### src/rtl/program_loader_pkg.sv
// Shared encodings for the serial program loader: receiver and loader FSM states
// and the width of the word-count field carried at the head of the stream.
package program_loader_pkg;

  localparam int COUNT_WIDTH = 16;

  typedef enum logic [1:0] {
    CNT_LO,
    CNT_HI,
    WORD,
    DONE
  } load_state_e;

  typedef enum logic [1:0] {
    RX_IDLE,
    RX_START,
    RX_DATA,
    RX_STOP
  } rx_state_e;

endpackage

### src/rtl/program_loader_if.sv
// Bus between the program loader and its surroundings: serial input, instruction
// memory write port and the status/hold outputs.
interface program_loader_if #(
  parameter int ADDR_WIDTH = 10
);
  logic                  rx;
  logic                  mem_we;
  logic [ADDR_WIDTH-1:0] mem_addr;
  logic [31:0]           mem_wdata;
  logic                  cpu_hold;
  logic                  load_done;
  logic                  frame_error;

  modport master (
    input  rx,
    output mem_we, mem_addr, mem_wdata, cpu_hold, load_done, frame_error
  );

  modport slave (
    output rx,
    input  mem_we, mem_addr, mem_wdata, cpu_hold, load_done, frame_error
  );
endinterface

### src/rtl/program_loader_uart_rx.sv
// 8N1 byte receiver: rx synchronizer, bit timer and start/data/stop FSM.
// byte_valid and stop_error are single-cycle pulses in the stop-bit sample cycle.
module uart_rx_byte
  import program_loader_pkg::*;
#(
  parameter int CLKS_PER_BIT = 434
) (
  input  logic       clock,
  input  logic       reset,
  input  logic       rx,
  output logic       byte_valid,
  output logic [7:0] rx_byte,
  output logic       stop_error
);

  localparam int HALF = CLKS_PER_BIT / 2;
  localparam int CW   = $clog2(CLKS_PER_BIT);

  rx_state_e     state_q, state_d;
  logic [1:0]    sync_q, sync_d;
  logic [CW-1:0] cnt_q, cnt_d;
  logic [2:0]    bit_q, bit_d;
  logic [7:0]    shift_q, shift_d;
  logic          rx_s, half_hit, bit_hit;

  // Two-stage synchronizer; resets to the idle-high line level.
  assign sync_d   = {sync_q[0], rx};
  assign rx_s     = sync_q[1];
  assign half_hit = (cnt_q == CW'(HALF - 1));
  assign bit_hit  = (cnt_q == CW'(CLKS_PER_BIT - 1));

  always_ff @(posedge clock or negedge reset) begin
    if (!reset) begin
      state_q <= RX_IDLE;
      sync_q  <= 2'b11;
      cnt_q   <= '0;
      bit_q   <= '0;
      shift_q <= '0;
    end else begin
      // NOTE: non-blocking so every flop samples pre-edge values regardless of order.
      state_q <= state_d;
      sync_q  <= sync_d;
      cnt_q   <= cnt_d;
      bit_q   <= bit_d;
      shift_q <= shift_d;
    end
  end

  always_comb begin
    // NOTE: default first so every path assigns and no latch is inferred.
    state_d = state_q;
    unique case (state_q)
      RX_IDLE:  if (!rx_s) state_d = RX_START;
      RX_START: if (half_hit) state_d = rx_s ? RX_IDLE : RX_DATA;
      RX_DATA:  if (bit_hit && bit_q == 3'd7) state_d = RX_STOP;
      RX_STOP:  if (bit_hit) state_d = RX_IDLE;
      default:  state_d = RX_IDLE;
    endcase
  end

  always_comb begin
    cnt_d   = cnt_q + 1'b1;
    bit_d   = bit_q;
    shift_d = shift_q;
    if (state_q == RX_IDLE || state_d != state_q || bit_hit) cnt_d = '0;
    if (state_q == RX_IDLE) bit_d = '0;
    if (state_q == RX_DATA && bit_hit) begin
      shift_d = {rx_s, shift_q[7:1]};
      bit_d   = bit_q + 1'b1;
    end
  end

  always_comb begin
    byte_valid = (state_q == RX_STOP) && bit_hit && rx_s;
    stop_error = (state_q == RX_STOP) && bit_hit && !rx_s;
    rx_byte    = shift_q;
  end

endmodule

### src/rtl/program_loader.sv
// Serial program loader: parses a count-prefixed little-endian word stream into
// instruction-memory writes and holds the CPU until the whole program is in.
module program_loader
  import program_loader_pkg::*;
#(
  parameter int CLKS_PER_BIT = 434,
  parameter int ADDR_WIDTH   = 10
) (
  input  logic              clock,
  input  logic              reset,
  program_loader_if.master  bus
);

  localparam int unsigned DEPTH = 32'(1) << ADDR_WIDTH;

  logic       byte_valid, stop_error;
  logic [7:0] rx_byte;

  uart_rx_byte #(.CLKS_PER_BIT(CLKS_PER_BIT)) u_rx (
    .clock      (clock),
    .reset      (reset),
    .rx         (bus.rx),
    .byte_valid (byte_valid),
    .rx_byte    (rx_byte),
    .stop_error (stop_error)
  );

  load_state_e            state_q, state_d;
  logic [COUNT_WIDTH-1:0] count_q, count_d;
  logic [COUNT_WIDTH-1:0] word_idx_q, word_idx_d, next_idx;
  logic [1:0]             byte_idx_q, byte_idx_d;
  logic [31:0]            asm_q, asm_d;
  logic                   mem_we_q, mem_we_d;
  logic [ADDR_WIDTH-1:0]  mem_addr_q, mem_addr_d;
  logic [31:0]            mem_wdata_q, mem_wdata_d;
  logic                   load_done_q, cpu_hold_q, frame_error_q;
  logic                   load_done_d, cpu_hold_d, frame_error_d;
  logic                   last_byte, in_range;

  assign next_idx  = word_idx_q + 1'b1;
  assign last_byte = byte_valid && (byte_idx_q == 2'd3);
  // Words past the end of memory are still consumed so the count stays honoured.
  assign in_range  = 32'(word_idx_q) < DEPTH;

  always_ff @(posedge clock or negedge reset) begin
    if (!reset) begin
      state_q       <= CNT_LO;
      count_q       <= '0;
      word_idx_q    <= '0;
      byte_idx_q    <= '0;
      asm_q         <= '0;
      mem_we_q      <= 1'b0;
      mem_addr_q    <= '0;
      mem_wdata_q   <= '0;
      load_done_q   <= 1'b0;
      cpu_hold_q    <= 1'b1;
      frame_error_q <= 1'b0;
    end else begin
      state_q       <= state_d;
      count_q       <= count_d;
      word_idx_q    <= word_idx_d;
      byte_idx_q    <= byte_idx_d;
      asm_q         <= asm_d;
      mem_we_q      <= mem_we_d;
      mem_addr_q    <= mem_addr_d;
      mem_wdata_q   <= mem_wdata_d;
      load_done_q   <= load_done_d;
      cpu_hold_q    <= cpu_hold_d;
      frame_error_q <= frame_error_d;
    end
  end

  always_comb begin
    state_d = state_q;
    unique case (state_q)
      CNT_LO: if (byte_valid) state_d = CNT_HI;
      CNT_HI: if (byte_valid) state_d = ({rx_byte, count_q[7:0]} == '0) ? DONE : WORD;
      WORD:   if (last_byte && next_idx == count_q) state_d = DONE;
      DONE:   state_d = DONE;
      default: state_d = CNT_LO;
    endcase
  end

  always_comb begin
    count_d     = count_q;
    word_idx_d  = word_idx_q;
    byte_idx_d  = byte_idx_q;
    asm_d       = asm_q;
    mem_we_d    = 1'b0;
    mem_addr_d  = mem_addr_q;
    mem_wdata_d = mem_wdata_q;
    unique case (state_q)
      CNT_LO: if (byte_valid) count_d[7:0] = rx_byte;
      CNT_HI: if (byte_valid) begin
        count_d[15:8] = rx_byte;
        word_idx_d    = '0;
        byte_idx_d    = '0;
      end
      WORD: if (byte_valid) begin
        asm_d      = {rx_byte, asm_q[31:8]};
        byte_idx_d = byte_idx_q + 1'b1;
        if (last_byte) begin
          mem_we_d    = in_range;
          mem_addr_d  = word_idx_q[ADDR_WIDTH-1:0];
          mem_wdata_d = {rx_byte, asm_q[31:8]};
          word_idx_d  = next_idx;
        end
      end
      default: ;
    endcase
    // Status lags the state by one cycle so it follows the final write strobe.
    load_done_d   = (state_q == DONE);
    cpu_hold_d    = (state_q != DONE);
    frame_error_d = frame_error_q | stop_error;
  end

  assign bus.mem_we      = mem_we_q;
  assign bus.mem_addr    = mem_addr_q;
  assign bus.mem_wdata   = mem_wdata_q;
  assign bus.load_done   = load_done_q;
  assign bus.cpu_hold    = cpu_hold_q;
  assign bus.frame_error = frame_error_q;

endmodule

### src/flat_wrapper.sv
// flat-port wrapper written by rule: the top's interface ports become plain ports
module program_loader_flat import program_loader_pkg::*;
#(
  parameter int CLKS_PER_BIT = 434,
  parameter int ADDR_WIDTH   = 10
)
  (clock, reset, bus_rx, bus_mem_we, bus_mem_addr, bus_mem_wdata, bus_cpu_hold, bus_load_done, bus_frame_error);
  program_loader_if #(.ADDR_WIDTH(ADDR_WIDTH)) bus_i ();
  input  logic clock;
  input  logic reset;
  input wire logic [$bits(bus_i.rx)-1:0] bus_rx;
  output wire logic [$bits(bus_i.mem_we)-1:0] bus_mem_we;
  output wire logic [$bits(bus_i.mem_addr)-1:0] bus_mem_addr;
  output wire logic [$bits(bus_i.mem_wdata)-1:0] bus_mem_wdata;
  output wire logic [$bits(bus_i.cpu_hold)-1:0] bus_cpu_hold;
  output wire logic [$bits(bus_i.load_done)-1:0] bus_load_done;
  output wire logic [$bits(bus_i.frame_error)-1:0] bus_frame_error;
  assign bus_i.rx = bus_rx;
  assign bus_mem_we = bus_i.mem_we;
  assign bus_mem_addr = bus_i.mem_addr;
  assign bus_mem_wdata = bus_i.mem_wdata;
  assign bus_cpu_hold = bus_i.cpu_hold;
  assign bus_load_done = bus_i.load_done;
  assign bus_frame_error = bus_i.frame_error;
  program_loader #(.CLKS_PER_BIT(CLKS_PER_BIT), .ADDR_WIDTH(ADDR_WIDTH)) u_core (.clock(clock), .reset(reset), .bus(bus_i));
endmodule
### config.mk
export PLATFORM = sky130hd
export DESIGN_NAME = program_loader_flat
export DESIGN_NICKNAME = d
export VERILOG_FILES = /design/src/rtl/program_loader_pkg.sv /design/src/rtl/program_loader_if.sv /design/src/rtl/program_loader_uart_rx.sv /design/src/rtl/program_loader.sv /design/src/flat_wrapper.sv
export SDC_FILE = /design/constraint.sdc
export NUM_CORES = 1
export LEC_CHECK = 0
export ABC_AREA = 1
export CAP_MARGIN = 20
export CORE_MARGIN = 2
export CORE_UTILIZATION = 62
export CTS_CLUSTER_SIZE = 8
export DETAILED_ROUTE_END_ITERATION = 8
export GPL_TIMING_DRIVEN = 0
export PLACE_DENSITY_LB_ADDON = 0.15
export SLEW_MARGIN = 20
export SYNTH_ARGS = -nofsm -noshare
export SYNTH_HDL_FRONTEND = slang
export SYNTH_HIERARCHICAL = 1
export SYNTH_SLANG_ARGS = --single-unit
### constraint.sdc
create_clock -name clock -period 6.3 [get_ports clock]
set_input_delay 1.89 -clock clock [delete_from_list [all_inputs] [get_ports clock]]
set_output_delay 1.89 -clock clock [all_outputs]
set_load 0.01 [all_outputs]
# Yosys cells after proc, flatten, opt, wreduce, memory -nomap -nowiden
# Cells that the tools add are included.
[word_totals] reg_bits=138 wordCells=87
[op_classes] add_sub_neg=4 order_cmp=1 n_eq_ne=18 muxes=24 bitwise=1 reduce_logical=22
[op_table] op="two-way mux 16 bit" n=3
[op_table] op="one-hot mux 16 bit (2 select lines)" n=1
[op_table] op="two-way mux 2 bit" n=10
[op_table] op="adder 16 x 1 -> 16 bit (second input constant)" n=1
[op_table] op="equality test 16 bit" n=1
[op_table] op="logical NOT 16 bit" n=1
[op_table] op="< comparator 16 x 11 -> 1 bit (second input constant)" n=1
[op_table] op="one-hot mux 2 bit (4 select lines)" n=2
[op_table] op="equality test 2 bit (second input constant)" n=5
[op_table] op="inequality test 2 x 1 -> 1 bit (second input constant)" n=5
[op_table] op="adder 9 x 1 -> 9 bit (second input constant)" n=1
[op_table] op="equality test 9 x 8 -> 1 bit (second input constant)" n=1
[op_table] op="equality test 9 bit (second input constant)" n=1
[op_table] op="two-way mux 9 bit" n=1
[op_table] op="AND reduction 3 bit" n=3
[op_table] op="logical AND 1 bit" n=7
[op_table] op="two-way mux 3 bit" n=2
[op_table] op="AND reduction 2 bit" n=3
[op_table] op="equality test 2 x 1 -> 1 bit (second input constant)" n=2
[op_table] op="logical NOT 2 bit" n=2
[op_table] op="two-way mux 1 bit" n=4
[op_table] op="one-hot mux 2 bit (2 select lines)" n=1
[op_table] op="AND reduction 4 bit" n=1
[op_table] op="nonzero test 2 bit" n=2
[op_table] op="8 further kinds" n=9

# Depth between registers and ports, before layout
[depth] depth_word=8 mapped_depth=20 depth_no_buf=20

# By module
# Netlist, hierarchy kept.
[modules_own_cells] module="program_loader" n_inst=1 cells_per_inst=542 area_each_um2=4650.7
[modules_own_cells] module="uart_rx_byte" n_inst=1 cells_per_inst=138 area_each_um2=1202.4

# Worst setup path after synthesis
# No wires, ideal clock.
[synth_timing] path_type="reg-to-output" startpoint="register u_core.cpu_hold_q (netlist: u_core/bus.cpu_hold)" endpoint="output port bus_cpu_hold" arrival_ns=0.520 setup_slack_ns=3.890 stages_incl_launch_ff=1 cell_sequence="dfstp_2"
[synth_rtl] element="start, declared" line_no="program_loader.sv:36" rtl="logic load_done_q, cpu_hold_q, frame_error_q;"
[synth_rtl] element="start signal, assigned" line_no="program_loader.sv:68" rtl="cpu_hold_q <= cpu_hold_d;"
[synth_rtl] element="end, declared" line_no="flat_wrapper.sv:15" rtl="output wire logic [$bits(bus_i.cpu_hold)-1:0] bus_cpu_hold;"
# No word-level cell between the ends.

# Worst setup path after layout
[layout_timing] startpoint="register u_core.cpu_hold_q (netlist: u_core/bus.cpu_hold)" endpoint="output port bus_cpu_hold"
# No word-level cell between the ends.

==> results.json <==
{
  "status": "finished, final reports clean",
  "post_cts_buffers": 0,
  "synth.distinct_cells": 34,
  "ir_drop_mv": 0.236,
  "internal_power_mw": 1.34,
  "cp_num_cells": 1,
  "pwr-share-clk_pct": 50.6,
  "design.portCount": 49,
  "grt_pass1_wl_mm": 22.0,
  "finalCriticalPeriod_ps": 3470,
  "clock_latency_ps": 520,
  "n_fill_cell": 631,
  "cts_buffer_depth": 2,
  "cp-end-kind": "primary output",
  "syn_area_per_cell_um2": 8.61,
  "max_stage_delay_ps": 540,
  "cts.repair.resized": 0,
  "clock_sinks": 130,
  "rr_worst_depth": 14,
  "cts_inserted_buffers": 17,
  "grt-ovfl-total": 0,
  "critPathKind": "reg -> out",
  "holdBufCountCts": 0,
  "syn-cell-area_um2": 5850,
  "start_util_pct": 63.6,
  "start_kind": "register",
  "cts_tree": "done",
  "slew_viol_final": 0,
  "seq_area_um2": 3260,
  "hold_class": "reg -> reg",
  "vias": 4769,
  "synth.area.top_cells": "dfrtp_1, nand2_1, o21ai_0",
  "p_leak_nw": 3.24,
  "cp-startpoint": "u_core/bus.cpu_hold",
  "pwr_density_cell_nw_per_um2": 246,
  "track_usage_pct": 27.8,
  "postLayoutCoreUtil_pct": 76.5,
  "reg2reg_from": "u_core/u_rx/cnt_q[1]",
  "mostFrequentLayoutCells": "nand2_1, dfrtp_1, o21ai_0",
  "syn-num-nets": 690,
  "drc": 0,
  "core_um2": 9200,
  "placed_area_um2": 6500,
  "cp_slowest_cell": "clkdlybuf4s50_1",
  "rrSetupSlack_ps": 3420,
  "yosysTopAreaCellShare_pct": 54.3,
  "hold_violations": 0,
  "cts_root_buf": "clkbuf_8",
  "ys_seq_area_share_pct": 55.6,
  "antenna_found_initial": 0,
  "dpl.hpwl_mm": 9.12,
  "max_slew_margin_pct": 65.4,
  "cp_cell_sequence": "clkdlybuf4s50_1",
  "ant_nets": 0,
  "nets": 758,
  "fmax_mhz": 288,
  "htreeDepth": 4,
  "power.share.combinational_pct": 1.1,
  "path_clk_slew_ps": 60,
  "first_global_vias": 4555,
  "design.die.area_um2": 10200,
  "drt_iter0_drc": 289,
  "r2r_end": "u_core/word_idx_q[6]",
  "arrival_ps": 1580,
  "drt-total-wl_mm": 13.2,
  "crit_fanout": 1,
  "mostFrequentLayoutCell": "nand2_1",
  "pwr-share-seq_pct": 48.3,
  "chipWidth_um": 101,
  "yosys.area.top_type": "dfrtp_1",
  "wl_per_cell_um": 15.1,
  "port_buffers": 48,
  "swShare_pct": 22.8,
  "gp_congestion": 0.903,
  "fin_crit_sh_pct": 55.0,
  "setup.worst_path.end": "bus_cpu_hold",
  "die_h_um": 101,
  "crit_family": "buffers and inverters",
  "path_buf_inv": 1,
  "dr.pass1.iters": 5,
  "multi_input_area_um2": 2220,
  "grt_max_degree": 85,
  "synthCells": 680,
  "maxCapViolCount": 0,
  "synthToLayoutAreaGrowth_pct": 20.3,
  "ys_ff_latch": 130,
  "p_switching_uw": 394,
  "stdcell_area_um2": 7040,
  "vias_per_cell": 5.47,
  "rsz0062_at_grt": "false",
  "std_cell_rows": 35,
  "yosys_warnings": 6,
  "drive_gt1_share_pct": 10.5,
  "worst_slew_pin_slew_ps": 518,
  "cp.required_ps": 4410,
  "setup_violations": 0,
  "num_antenna_cells": 0,
  "finClkSkew_ps": 7.40
}
[registers in the layout (all words and copies together) (netlist names)]
signal,count
u_core/asm_q,24
u_core/bus.cpu_hold,1
u_core/bus.frame_error,1
u_core/bus.load_done,1
u_core/bus.mem_addr,10
u_core/bus.mem_wdata,32
u_core/bus.mem_we,1
u_core/byte_idx_q,2
u_core/count_q,16
u_core/state_q,2
u_core/u_rx/bit_q,3
u_core/u_rx/cnt_q,9
u_core/u_rx/rx_byte,8
u_core/u_rx/state_q,2
u_core/u_rx/sync_q,2
u_core/word_idx_q,16
[cells by family after synthesis]
| logic type | share of synthesized area [%] |
|---|---|
| XOR/XNOR | 1.58 |
| adder cells (fa/ha/maj) | 1.50 |
| AND/OR/NAND/NOR | 26.3 |
| AO/OA/AOI/OAI | 8.66 |
| buffers and inverters | 6.35 |
| flip-flops | 55.6 |
[power by group through the flow]
stage	clock network (mW)	logic, mW	registers, mW
5_1_grt	0.929	0.0233	0.836
3_3_place_gp	0	0.0180	0.852
2_1_floorplan	0	0.000386	0.852
3_5_place_dp	0	0.0207	0.852
6_report	0.876	0.0195	0.837
4_1_cts	0.889	0.0206	0.837
[area by class of cell]
| class | instances | area share [%] |
|---|---|---|
| Tap cell | 111 | 1.97 |
| Buffer | 19 | 1.23 |
| Multi-Input combinational cell | 455 | 31.6 |
| Inverter | 76 | 4.05 |
| Sequential cell | 130 | 46.3 |
| Clock inverter | 13 | 1.46 |
| Timing Repair Buffer | 49 | 7.29 |
| Clock buffer | 19 | 6.13 |
[Yosys cell counts, drive strengths merged]
cell type / instances
a21oi: 1
a22oi: 1
buf: 7
clkbuf: 12
dfrtp: 127
dfstp: 3
ha: 7
inv: 76
nand2: 229
nand3: 43
nand3b: 5
nand4: 11
nor2: 46
nor3: 2
nor4: 3
o21ai: 84
o21bai: 1
o22ai: 10
or2: 3
xnor2: 1
xnor3: 1
xor2: 7
[layer usage]
metal	vias to the layer above	share of wire, %	track usage [%]
met5	-	0	0
met4	0	1.0	8.73
met3	15	5.9	7.25
met2	142	50	44.4
met1	2303	43	37.9
li1	2309	-	-
[worst min path at each step]
| stage | startpoint | endpoint | slack, ps | cells after the start |
|---|---|---|---|---|
| floorplan | u_core/u_rx/sync_q[0] | u_core/u_rx/sync_q[1] | 350 | 0 |
| global route | u_core/u_rx/sync_q[0] | u_core/u_rx/sync_q[1] | 360 | 0 |
| CTS | u_core/u_rx/sync_q[0] | u_core/u_rx/sync_q[1] | 360 | 0 |
| detailed placement | u_core/u_rx/sync_q[0] | u_core/u_rx/sync_q[1] | 350 | 0 |
| global placement | u_core/u_rx/sync_q[0] | u_core/u_rx/sync_q[1] | 350 | 0 |
| finish | u_core/u_rx/sync_q[0] | u_core/u_rx/sync_q[1] | 350 | 0 |
[through the flow]
stage | std cells | hold slack (ps) | worst slack (ps) | setup TNS (ps) | total power [mW]
final | 872 | 355 | 2830 | 0 | 1.73
after global placement | 839 | 347 | -1650 | -208330 | 0.870
after floorplan | 680 | 345 | 3890 | 0 | 0.852
after CTS | 872 | 356 | 2810 | 0 | 1.75
after global routing | 872 | 361 | 2790 | 0 | 1.79
after detailed placement | 840 | 347 | 3380 | 0 | 0.872
No activity file was read; power rests on OpenSTA's default activity.
